===== src/rtl/common_cells_pkg.sv =====
// Shared type definitions for the DMA datapath blocks.
//
// Contents:
//   dma_xfer_state_t : dma_xfer_ctrl FSM state encoding {IDLE, RD, WR, DONE}
package common_cells_pkg;

    typedef enum logic [1:0] {
        IDLE = 2'd0,
        RD   = 2'd1,
        WR   = 2'd2,
        DONE = 2'd3
    } dma_xfer_state_t;

endpackage


===== src/rtl/dma_xfer_ctrl.sv =====
// dma_xfer_ctrl: memory-to-memory copy controller. Takes one descriptor (src, dst, len),
// then reads a word through the AXI-Lite user read port into a holding register and
// writes it back out through the user write port, one word at a time.
//
// Ports:
//   aclk, areset          clock, synchronous active-high reset
//   aenable               global enable; low freezes all state (and therefore outputs)
//   i_start, i_src_addr,
//   i_dst_addr, i_len     descriptor, sampled in IDLE only
//   i_abort               stop at the next word boundary (ignored in IDLE)
//   o_busy, o_done,
//   o_aborted             status: busy outside IDLE, one-cycle done, sticky abort flag
//   o_rd_ready/o_rd_addr, i_rd_valid/i_rd_data               read request / response
//   o_wr_valid/o_wr_addr/o_wr_data/o_wr_strb, i_wr_ready      write request / accept
//
// Build option:
//   DMA_XFER_PERF_EN      adds o_cycle_cnt[31:0], a saturating count of busy cycles
module dma_xfer_ctrl
    import common_cells_pkg::*;
#(
    parameter int unsigned ADDR_WIDTH = 16,
    parameter int unsigned DATA_WIDTH = 64,
    parameter int unsigned STRB_WIDTH = DATA_WIDTH / 8,
    parameter int unsigned LEN_WIDTH  = 16
) (
    input  logic                  aclk,
    input  logic                  areset,
    input  logic                  aenable,
    input  logic                  i_start,
    input  logic [ADDR_WIDTH-1:0] i_src_addr,
    input  logic [ADDR_WIDTH-1:0] i_dst_addr,
    input  logic [LEN_WIDTH-1:0]  i_len,
    input  logic                  i_abort,
    output logic                  o_busy,
    output logic                  o_done,
    output logic                  o_aborted,
    output logic                  o_rd_ready,
    output logic [ADDR_WIDTH-1:0] o_rd_addr,
    input  logic                  i_rd_valid,
    input  logic [DATA_WIDTH-1:0] i_rd_data,
    output logic                  o_wr_valid,
    output logic [ADDR_WIDTH-1:0] o_wr_addr,
    output logic [DATA_WIDTH-1:0] o_wr_data,
    output logic [STRB_WIDTH-1:0] o_wr_strb,
    input  logic                  i_wr_ready
`ifdef DMA_XFER_PERF_EN
    ,
    output logic [31:0]           o_cycle_cnt
`endif
);

    // Address step per word; the adder wraps modulo 2^ADDR_WIDTH by construction.
    localparam logic [ADDR_WIDTH-1:0] ADDR_INC = ADDR_WIDTH'(STRB_WIDTH);

    dma_xfer_state_t       state_q, state_d;
    logic [ADDR_WIDTH-1:0] src_q, src_d;
    logic [ADDR_WIDTH-1:0] dst_q, dst_d;
    logic [LEN_WIDTH-1:0]  rem_q, rem_d;
    logic [DATA_WIDTH-1:0] data_q, data_d;
    logic                  abort_q, abort_d;
    logic                  aborted_q, aborted_d;
    logic                  abort_pend;

    // A same-cycle i_abort counts as pending so it takes effect at this word boundary.
    assign abort_pend = abort_q | i_abort;

    always_comb begin
        state_d   = state_q;
        src_d     = src_q;
        dst_d     = dst_q;
        rem_d     = rem_q;
        data_d    = data_q;
        abort_d   = abort_q;
        aborted_d = aborted_q;

        if (state_q != IDLE) begin
            abort_d = abort_pend;
        end

        unique case (state_q)
            IDLE: begin
                if (i_start) begin
                    src_d     = i_src_addr;
                    dst_d     = i_dst_addr;
                    rem_d     = i_len;
                    abort_d   = 1'b0;
                    aborted_d = 1'b0;
                    state_d   = (i_len == '0) ? DONE : RD;
                end
            end
            RD: begin
                if (i_rd_valid) begin
                    data_d  = i_rd_data;
                    src_d   = src_q + ADDR_INC;
                    // On abort the captured word is simply never written.
                    state_d = abort_pend ? DONE : WR;
                end
            end
            WR: begin
                if (i_wr_ready) begin
                    dst_d   = dst_q + ADDR_INC;
                    rem_d   = rem_q - 1'b1;
                    state_d = (rem_q == LEN_WIDTH'(1) || abort_pend) ? DONE : RD;
                end
            end
            DONE: begin
                aborted_d = aborted_q | abort_q;
                abort_d   = 1'b0;
                state_d   = IDLE;
            end
            default: state_d = IDLE;
        endcase
    end

    always_ff @(posedge aclk) begin
        if (areset) begin
            state_q   <= IDLE;
            src_q     <= '0;
            dst_q     <= '0;
            rem_q     <= '0;
            data_q    <= '0;
            abort_q   <= 1'b0;
            aborted_q <= 1'b0;
        end else if (aenable) begin
            state_q   <= state_d;
            src_q     <= src_d;
            dst_q     <= dst_d;
            rem_q     <= rem_d;
            data_q    <= data_d;
            abort_q   <= abort_d;
            aborted_q <= aborted_d;
        end
    end

    // Outputs are pure functions of registered state, so a frozen enable holds them.
    assign o_busy     = (state_q != IDLE);
    assign o_done     = (state_q == DONE);
    assign o_aborted  = aborted_q;
    assign o_rd_ready = (state_q == RD);
    assign o_rd_addr  = src_q;
    assign o_wr_valid = (state_q == WR);
    assign o_wr_addr  = dst_q;
    assign o_wr_data  = data_q;
    assign o_wr_strb  = '1;

`ifdef DMA_XFER_PERF_EN
    logic [31:0] cycle_cnt_q;

    always_ff @(posedge aclk) begin
        if (areset) begin
            cycle_cnt_q <= '0;
        end else if (aenable) begin
            if (state_q == IDLE && i_start) begin
                cycle_cnt_q <= '0;
            end else if (state_q != IDLE && cycle_cnt_q != 32'hFFFF_FFFF) begin
                cycle_cnt_q <= cycle_cnt_q + 32'd1;
            end
        end
    end

    assign o_cycle_cnt = cycle_cnt_q;
`endif

endmodule


===== config.mk =====
export PLATFORM = sky130hd
export DESIGN_NAME = dma_xfer_ctrl
export DESIGN_NICKNAME = d
export VERILOG_FILES = /design/src/rtl/common_cells_pkg.sv /design/src/rtl/dma_xfer_ctrl.sv
export SDC_FILE = /design/constraint.sdc
export NUM_CORES = 1
export LEC_CHECK = 0
export ABC_AREA = 1
export CORE_MARGIN = 2
export CORE_UTILIZATION = 40
export DETAILED_ROUTE_END_ITERATION = 16
export PLACE_DENSITY = 0.8
export SLEW_MARGIN = 10
export SYNTH_ARGS = -nofsm -noshare
export SYNTH_HDL_FRONTEND = slang
export SYNTH_SLANG_ARGS = --single-unit

===== constraint.sdc =====
create_clock -name aclk -period 1.7 [get_ports aclk]
set_input_delay 0.17 -clock aclk [delete_from_list [all_inputs] [get_ports aclk]]
set_output_delay 0.17 -clock aclk [all_outputs]
set_load 0.03 [all_outputs]

---- Yosys cells after proc, flatten, opt, wreduce, memory -nomap -nowiden ----
Index checks and enable logic that the tools add are counted.
cells by class
  $add $sub $neg .......................... 3
  multipliers ............................. 0
  divide/modulo/power cells ............... 0
  $lt $le $gt $ge ......................... 0
  eq/ne operators ......................... 7
  shift operators ......................... 0
  mux-type cells .......................... 21
  bitwise logic cells ..................... 2
  reduce and logical (&&, ||, !) cells .... 12
operator list
  cell                     count
  $mux W16                 6
  $pmux W16 S2             3
  $add A16 B4 Y16 const B  2
  $eq A16 B1 Y1 const B    1
  $logic_not A16 Y1        1
  $sub A16 B1 Y16 const B  1
  $reduce_and A4 Y1        3
  $mux W2                  5
  $pmux W2 S4              1
  $reduce_bool A2 Y1       4
  $reduce_and A3 Y1        2
  $eq A2 B2 Y1 const B     2
  $mux W1                  4
  $ne A2 B1 Y1 const B     2
  $pmux W1 S2              2
  $eq A2 B1 Y1 const B     1
  $logic_not A2 Y1         1
  $ne A2 B2 Y1 const B     1
  $or A1 B1 Y1             2
  $logic_or A1 B1 Y1       1
word-level totals
  register bits after elaboration ......... 116
  bits in latches ......................... 0
  RAM bits ................................ 0
  memory bits (read-only) ................. 0
  output and inout port bits .............. 109
  memories kept ........................... 0

---- Logic depth before layout (Yosys ltp) ----
Gate-level depths: netlist of the first run.
  depth in word-level cells ............... 5
  mapped depth ............................ 11

---- Worst setup path before layout of the first run ----
Ideal clock, no wire load.
  path type ............................... register to register
  from .................................... register state_q[0]
  to ...................................... register rem_q[8]
  setup time .............................. 132 ps
  data arrival time ....................... 1739 ps
  setup slack ............................. -171 ps
  cell stages (with the launch flop) ...... 12
  period minus slack after synthesis ...... 1871 ps
  cells stage by stage .................... dfxtp_1 -> inv_1 -> ha_1 -> buf_2 -> inv_1 -> nor2_2 -> nor2_4 -> o21ai_4 -> inv_4 -> buf_6 -> o21ai_0 -> a21oi_1
between the ends
  longest elaborated chain between the ends .. 3
  elaborated cells between the ends (all ways) .. 7
  classes of those cells .................. 3 x eq/ne; 1 x mux; 3 x reduce/logical
RTL lines
  what                                                                 line                  source
  from (decl)                                                          dma_xfer_ctrl.sv:55   dma_xfer_state_t state_q, state_d;
  from (signal assigned)                                               dma_xfer_ctrl.sv:125  state_q <= state_d;
  $eq A2 B2 Y1 (*)                                                     -
  named net o_wr_valid                                                 dma_xfer_ctrl.sv:41   output logic o_wr_valid,
  $ne A2 B1 Y1 (no line) / $reduce_bool A2 Y1 (equally long branches)  -
  $reduce_and A4 Y1 (no line)                                          -
  to (signal assigned)                                                 dma_xfer_ctrl.sv:128  rem_q <= rem_d;
  to (decl)                                                            dma_xfer_ctrl.sv:58   logic [LEN_WIDTH-1:0] rem_q, rem_d;
The timed path passes the listed nets; every way through them passes the cells marked *.
A chain may end at the register's enable or synchronous reset.

---- Worst setup path after layout of the first run ----
  from .................................... register dst_q[15], in the netlist o_wr_addr[15]
  to ...................................... output port o_wr_addr[15]
RTL lines
  what                    line                  source
  from (decl)             dma_xfer_ctrl.sv:57   logic [ADDR_WIDTH-1:0] dst_q, dst_d;
  from (signal assigned)  dma_xfer_ctrl.sv:127  dst_q <= dst_d;
  to (decl)               dma_xfer_ctrl.sv:42   output logic [ADDR_WIDTH-1:0] o_wr_addr,
No word-level cell between the ends.

==> impl_results.md, run 1 <==
- Number of distinct library cells after synthesis: 37
- Required @ worst endpoint: 1.53 ns
- Die area: 15,100 um^2
- CP startpoint kind: register
- Max-Cap Viols: 0
- Vias per inst: 4.85
- Critical-path top delay cell: clkdlybuf4s50_1
- Share of cells above drive strength 1: 0.0862
- CTS Buf Count: 17
- Worst-Skew Late Latency: 0.41 ns
- Buf/Inv on CP: 1
- Layout Cells excl Fill: 1,236
- Clock sink count: 116
- Crit path arrival time: 1.48 ns
- Worst r2r path cells: 10
- Sequential-to-total area share from yosys stat: 0.410
- Row cnt: 43
- Cells after DPL: 1,202
- Worst min path class: input pin to register
- Final slew viol count: 0
- Synth async-reset ratio: 0
- Die W: 123 um
- Final Hold Viols: 0
- Clock tree buffer depth: 2
- Layout area overhead: 55.0%
- Largest net degree at the start of global routing: 74
- Max-slew headroom: 0.659
- Crit path depth: 1
- # IOs: 228
- Antenna-violating nets left: 0
- Commonest non-fill, non-tap cell in the layout: clkdlybuf4s50_1
- GPL Wtd Cong: 0.902
- Worst ir drop on vdd: 0.804 mV
- Final Critical Period: 1.65 ns
- Iter 0 DRT Violations: 381
- Synth Register Bits: 116
- Initial antenna violation count: 0
- Synth Area per Inst: 6.86 um^2
- First-pass GRT wire length: 26,600 um
- Setup_tns: 0 ns
- Via total after detailed routing: 5,996
- Critical path endpoint category: output port
- Nets@finish: 1,171
- Clk root buf: clkbuf_16
- Htree depth: 4
- CTS Hold Buffers Added: 0
- GR Overflow Total: 0
- IO Port Bufs: 219
- Initial Utilization: 0.409
- DRC viols: 0
- Fmax: 607 MHz
- Drt wl/cell: 14.1 um
- Routed WL: 17,400 um
- Crit path cell chain: clkdlybuf4s50_1
- Least-Margin Pin Slew: 0.512 ns
- CTS clk-pin slew, worst paths: 0.05 ns
- # setup viols final: 0
- Antenna Cells: 0
- Core Area: 13,800 um^2
- Most frequent cells in the layout: 190 x clkdlybuf4s50_1, 136 x nand2_1, 117 x a21oi_1, 113 x dfxtp_1, 99 x inv_1
- Total power: 0.00869 W
- HPWL after DPL: 12,500 um
- Synth warn: 0
- Worst hold path cell count: 3
- Clk_skew: 0.00575 ns
- Die H: 123 um
- Synthesized instance count: 825
- Power per standard cell area: 990 nW/um^2
- Fin crit share: 0.968
- Status: completed
- Post-synth EDFFs: 0
- CP peak stage delay: 0.69 ns
- 1st-pass router iterations: 8
- Dominant synthesized flop cell: dfxtp_1
- Synthesized cell area: 5660 um^2
- Delay-heaviest family, CP: buffers and inverters
- GRT Total Usage: 0.226
- CTS tree: built
- Cell leakage power: 3.52 nW
- Critical path fanouts, max: 4
- CP Class: register to output port
- Vias in the first global route: 5,474
[flip-flops by register name, indices dropped and copies added, names as in the netlist]
register / count
abort_q: 1
o_aborted: 1
o_rd_addr: 16
o_wr_addr: 16
o_wr_data: 64
rem_q: 16
state_q: 2
[area by class of cell]
| cell class | instances | area [um^2] |
|---|---|---|
| timing repair buffer | 243 | 2440 |
| sequential | 116 | 2330 |
| clock inverter | 14 | 178 |
| clock buffer | 18 | 439 |
| fill | 1211 | 5050 |
| multi-input combinational | 560 | 2770 |
| inverter | 105 | 399 |
| tap | 180 | 225 |
[per-stage QoR]
step	util	setup slack [ns]	hold slack (ns)	area (um^2)
floorplan	-	-0.0138	0.310	5730
global placement	0.587	0.0256	0.429	8110
detailed placement	0.587	-0.0355	0.434	8110
CTS	0.630	0.000140	0.321	8710
global route	0.635	-0.00186	0.344	8770
finish	0.635	0.0537	0.331	8770
[cells in the mapped netlist, types with 3 or more instances]
cell type / instances / area (um^2)
nand2_1: 137 / 514
a21oi_1: 117 / 586
dfxtp_1: 116 / 2320
inv_1: 101 / 379
o21ai_0: 100 / 500
nor2_1: 99 / 372
nand3_1: 40 / 200
clkbuf_1: 29 / 109
ha_1: 9 / 113
buf_4: 8 / 60.1
xor2_1: 7 / 61.3
buf_2: 6 / 30.0
buf_6: 6 / 67.6
nor3_1: 5 / 25.0
o21ai_1: 5 / 25.0
nand3b_1: 4 / 30.0
or2_2: 4 / 25.0
nand4_1: 3 / 18.8
nor2_2: 3 / 18.8
xnor2_1: 3 / 26.3
[per-layer routing]
layer / vias to the layer above / global-route usage / wire (um)
li1: 3086 / - / -
met5: - / 0 / 0
met1: 2696 / 0.275 / 7270
met3: 23 / 0.0789 / 1230
met4: 0 / 0.0855 / 372
met2: 191 / 0.367 / 8530
[worst paths after layout]
kind | start | end | slack [ns]
setup / recovery | o_wr_addr[15]$_SDFFE_PP0P_ | o_wr_addr[15] | 0.05
hold / removal | i_src_addr[1] | o_rd_addr[1]$_SDFFE_PP0P_ | 0.33
setup reg to reg | state_q[1]$_SDFFE_PP0P_ | rem_q[11]$_SDFFE_PP0P_ | 0.10
hold reg to reg | o_wr_data[27]$_SDFFE_PP0P_ | o_wr_data[27]$_SDFFE_PP0P_ | 0.44
[repair_timing]
item                                    CTS  global route
pin swaps                                 0             4
gates cloned                              0             1
setup buffers                             0             1
endpoints found under the setup margin   17            54
hold endpoints to repair                  0             0
gates resized for setup                  18            21
[report_power, final]
| part | internal [W] | total, W | leakage (nW) | switching [W] |
|---|---|---|---|---|
| Combinational | 0.000835 | 0.00193 | 2.28 | 0.00109 |
| Sequential | 0.00290 | 0.00305 | 0.946 | 0.000154 |
| Clock | 0.00236 | 0.00371 | 0.290 | 0.00135 |
[cell families after synthesis]
| logic type | Yosys count | synth area share |
|---|---|---|
| other | 1 | 0.000662 |
| XOR/XNOR | 10 | 0.0155 |
| AO/OA/AOI/OAI | 234 | 0.215 |
| AND/OR/NAND/NOR | 299 | 0.220 |
| flip-flops | 116 | 0.410 |
| buffers and inverters | 156 | 0.119 |
| adder cells (fa/ha/maj) | 9 | 0.0199 |
Note: power is estimated with default switching activity, not from simulation.
==> run 2, diff against run 1 <==
--- a/config.mk
+++ b/config.mk
@@ -7,9 +7,9 @@
 export LEC_CHECK = 0
 export ABC_AREA = 1
 export CORE_MARGIN = 2
-export CORE_UTILIZATION = 40
+export CORE_UTILIZATION = 45
 export DETAILED_ROUTE_END_ITERATION = 16
-export PLACE_DENSITY = 0.8
+export DONT_BUFFER_PORTS = 1
 export SLEW_MARGIN = 10
 export SYNTH_ARGS = -nofsm -noshare
 export SYNTH_HDL_FRONTEND = slang
==> run 2 against run 1 <==
  * First-iteration DRC count up 0.52%
  * Register-to-register slack worse by 0.05 ns
  * Power up 0.12%
  * Clock skew about the same
  * Non-clock buffer count down 115
  * Setup slack worse by 0.0028 ns
  * Critical path type is now register to register
  * Highest routed layer unchanged
  * Final cell count down 10%
  * Utilization down 0.78 points
  * Sequential power up 5%
==> impl_results.md, run 2 (synthesis results as in run 1) <==
- Share of power burned in registers: 0.368 (+0.017)
- HPWL after DPL: 11,000 um (-12%)
- Routed WL: 16,700 um (-4.1%)
- # IOs: 228 (unchanged)
- Critical path fanouts, max: 13 (+9)
- Final setup margin: 0.0509 ns (-0.00277 ns)
- Initial Utilization: 0.465 (+0.0561)
- # setup viols final: 0 (unchanged)
- CP peak stage delay: 0.34 ns (-0.35 ns)
- Setup_tns: 0 ns (unchanged)
- Worst flop-to-flop path startpoint: state_q[1]$_SDFFE_PP0P_
- Share of cells above drive strength 1: 0.119 (+0.0327)
- GPL Wtd Cong: 0.860 (-4.6%)
- Row cnt: 40 (-7.0%)
- Power per standard cell area: 1140 nW/um^2 (+15%)
- Die H: 116 um (-5.5%)
- Core Area: 12,200 um^2 (-12%)
- First-pass GRT wire length: 25,100 um (-5.6%)
- Vias in the first global route: 5,261 (-3.9%)
- Cell leakage power: 3.02 nW (-14%)
- Die area: 13,500 um^2 (-11%)
- IO Port Bufs: 0 (-100%)
- Least-Margin Pin Slew: 0.522 ns (+0.00995 ns)
- Vias per inst: 5.18 (+6.8%)
- Max reg flops: 64 (unchanged)
- CTS Buf Count: 17 (unchanged)
- Sw frac: 0.287 (-0.0116)
- Logic pwr share: 0.176 (-0.046)
- Nets@finish: 1,057 (-9.7%)
- Iter 0 DRT Violations: 383 (+0.52%)
- Die W: 116 um (-5.5%)
- Setup crit start: state_q[1]$_SDFFE_PP0P_
- 1st-pass router iterations: 5 (-3)
- Critical Path Most Common Cell: nor2_1
- Max-slew headroom: 0.650 (-0.00878)
- DRC viols: 0 (unchanged)
- Critical-path top delay cell: dfxtp_2
- Htree depth: 4 (unchanged)
- Initial antenna violation count: 0 (unchanged)
- Final Critical Period: 1.65 ns (+0.00277 ns)
- Worst-Skew Late Latency: 0.41 ns (about the same)
- Commonest non-fill, non-tap cell in the layout: nand2_1
- Clock tree buffer depth: 2 (unchanged)
- Delay-heaviest family, CP: buffers and inverters
- GR Overflow Total: 0 (unchanged)
- Fin crit share: 0.970 (+0.00163)
- Fillcell total: 1,091 (-9.9%)
- Buf/Inv on CP: 3 (+2)
- Clk pwr share: 0.456 (+0.029)
- RSZ-0062 raised after global routing: yes
- CP Class: register to register
- Final slew viol count: 0 (unchanged)
- Design Area, Final: 7620 um^2 (-13%)
- Cells after DPL: 995 (-17%)
- Via total after detailed routing: 5,758 (-4.0%)
- GRT Total Usage: 0.237 (+0.0110)
- Fmax: 606 MHz (-0.17%)
- Crit path cell chain: inv_2 > ha_4 > buf_4 > o21ai_4 > clkbuf_16 > nor2_1 > o21ai_1 > nor2_1
- Most frequent cells in the layout: 136 x nand2_1, 116 x a21oi_1, 114 x dfxtp_1, 99 x inv_1, 99 x o21ai_0
- Place WS: 0.0276 ns (+0.0631 ns)
- Max-Cap Viols: 0 (unchanged)
- Clk root buf: clkbuf_16
- Layout Cells excl Fill: 1,111 (-10%)
- Drt wl/cell: 15.0 um (+6.7%)
- Largest net degree at the start of global routing: 72 (-2.7%)
- Worst min path class: input pin to register
- Antenna-violating nets left: 0 (unchanged)
- CTS clk-pin slew, worst paths: 0.05 ns (about the same)
- Area after DPL: 6070 um^2 (-25%)
- Worst ir drop on vdd: 0.647 mV (-20%)
- CP startpoint kind: register
- Clock sink count: 116 (unchanged)
- Min-delay src: i_dst_addr[7]
- Net switching power: 0.00250 W (-3.8%)
- Critical path endpoint category: register
- Clk_skew: 0.00588 ns (+0.000129 ns)
- Required @ worst endpoint: 2.00 ns (+0.47 ns)
- Layout area overhead: 34.7%
- Crit path arrival time: 1.95 ns (+0.47 ns)
- Final Hold Viols: 0 (unchanged)
- CTS tree: built
- Status: completed
- Internal power: 0.00620 W (+1.8%)
-- run 2: cell count changes in the layout (fill, tap and decap cells not counted), moves of 2 or more --
cell / change
clkdlybuf4s50_1: -190
clkbuf_1: +2
dlygate4sd3_1: +77
buf_4: +25
dlygate4sd2_1: -16
inv_6: -2
clkinvlp_4: -4
buf_2: -2
bufinv_16: +2
dlymetal6s2s_1: -8
clkbuf_16: +2
-- run 2: worst paths after layout --
check / cells past startpoint / slack [ns] / end
max: 8 / 0.05 / o_wr_addr[8]$_SDFFE_PP0P_
min: 3 / 0.02 / o_wr_addr[7]$_SDFFE_PP0P_
max reg2reg: 8 / 0.05 / o_wr_addr[8]$_SDFFE_PP0P_
min reg2reg: 2 / 0.49 / rem_q[6]$_SDFFE_PP0P_
-- run 2: area by class of cell --
cell class              count  area (um^2)  area share
repair buffers            128         1250       0.164
diodes                      1         2.50    0.000328
multi-input cells         561         2770       0.364
clock inverters            11          199      0.0261
flip-flops and latches    116         2320       0.305
well taps                 168          210      0.0276
inverters                 105          402      0.0527
clock buffers              21          460      0.0604
-- run 2: metrics by stage --
| step | total power, W | hold slack (ns) | utilization |
|---|---|---|---|
| 3_5_place_dp | 0.00454 | 0.244 | 0.499 |
| 2_1_floorplan | 0.00422 | 0.310 | - |
| 4_1_cts | 0.00870 | 0.00716 | 0.619 |
| 3_3_place_gp | 0.00450 | 0.242 | 0.499 |
| 5_1_grt | 0.00909 | 0.0147 | 0.627 |
| 6_report | 0.00870 | 0.0210 | 0.627 |
-- run 2: power by group through the flow --
stage,registers (W),clock network (W),logic (W)
floorplan,0.00335,0,0.000878
global placement,0.00325,0,0.00125
detailed placement,0.00325,0,0.00129
CTS,0.00320,0.00404,0.00146
global route,0.00322,0.00418,0.00169
finish,0.00320,0.00397,0.00153
-- run 2: layer usage --
layer,vias to the layer above,wire [um],GRT usage
met2,230,8360,0.393
met4,0,380,0.110
met3,31,1270,0.0742
li1,2862,-,-
met5,-,0,0
met1,2635,6680,0.282
-- run 2: worst reg2reg max path: stages (launching register included) --
cell	delay (ns)
dfxtp_2	0.34
inv_2	0.08
ha_4	0.19
buf_4	0.15
o21ai_4	0.32
clkbuf_16	0.25
nor2_1	0.05
o21ai_1	0.12
nor2_1	0.05
-- run 2: repair_timing --
item | CTS | global route
setup endpoints to repair | 0 | 41
gates resized for setup | 0 | 9
setup buffers | 0 | 2
hold buffers | 78 | 0
endpoints found under the hold margin | 110 | 0
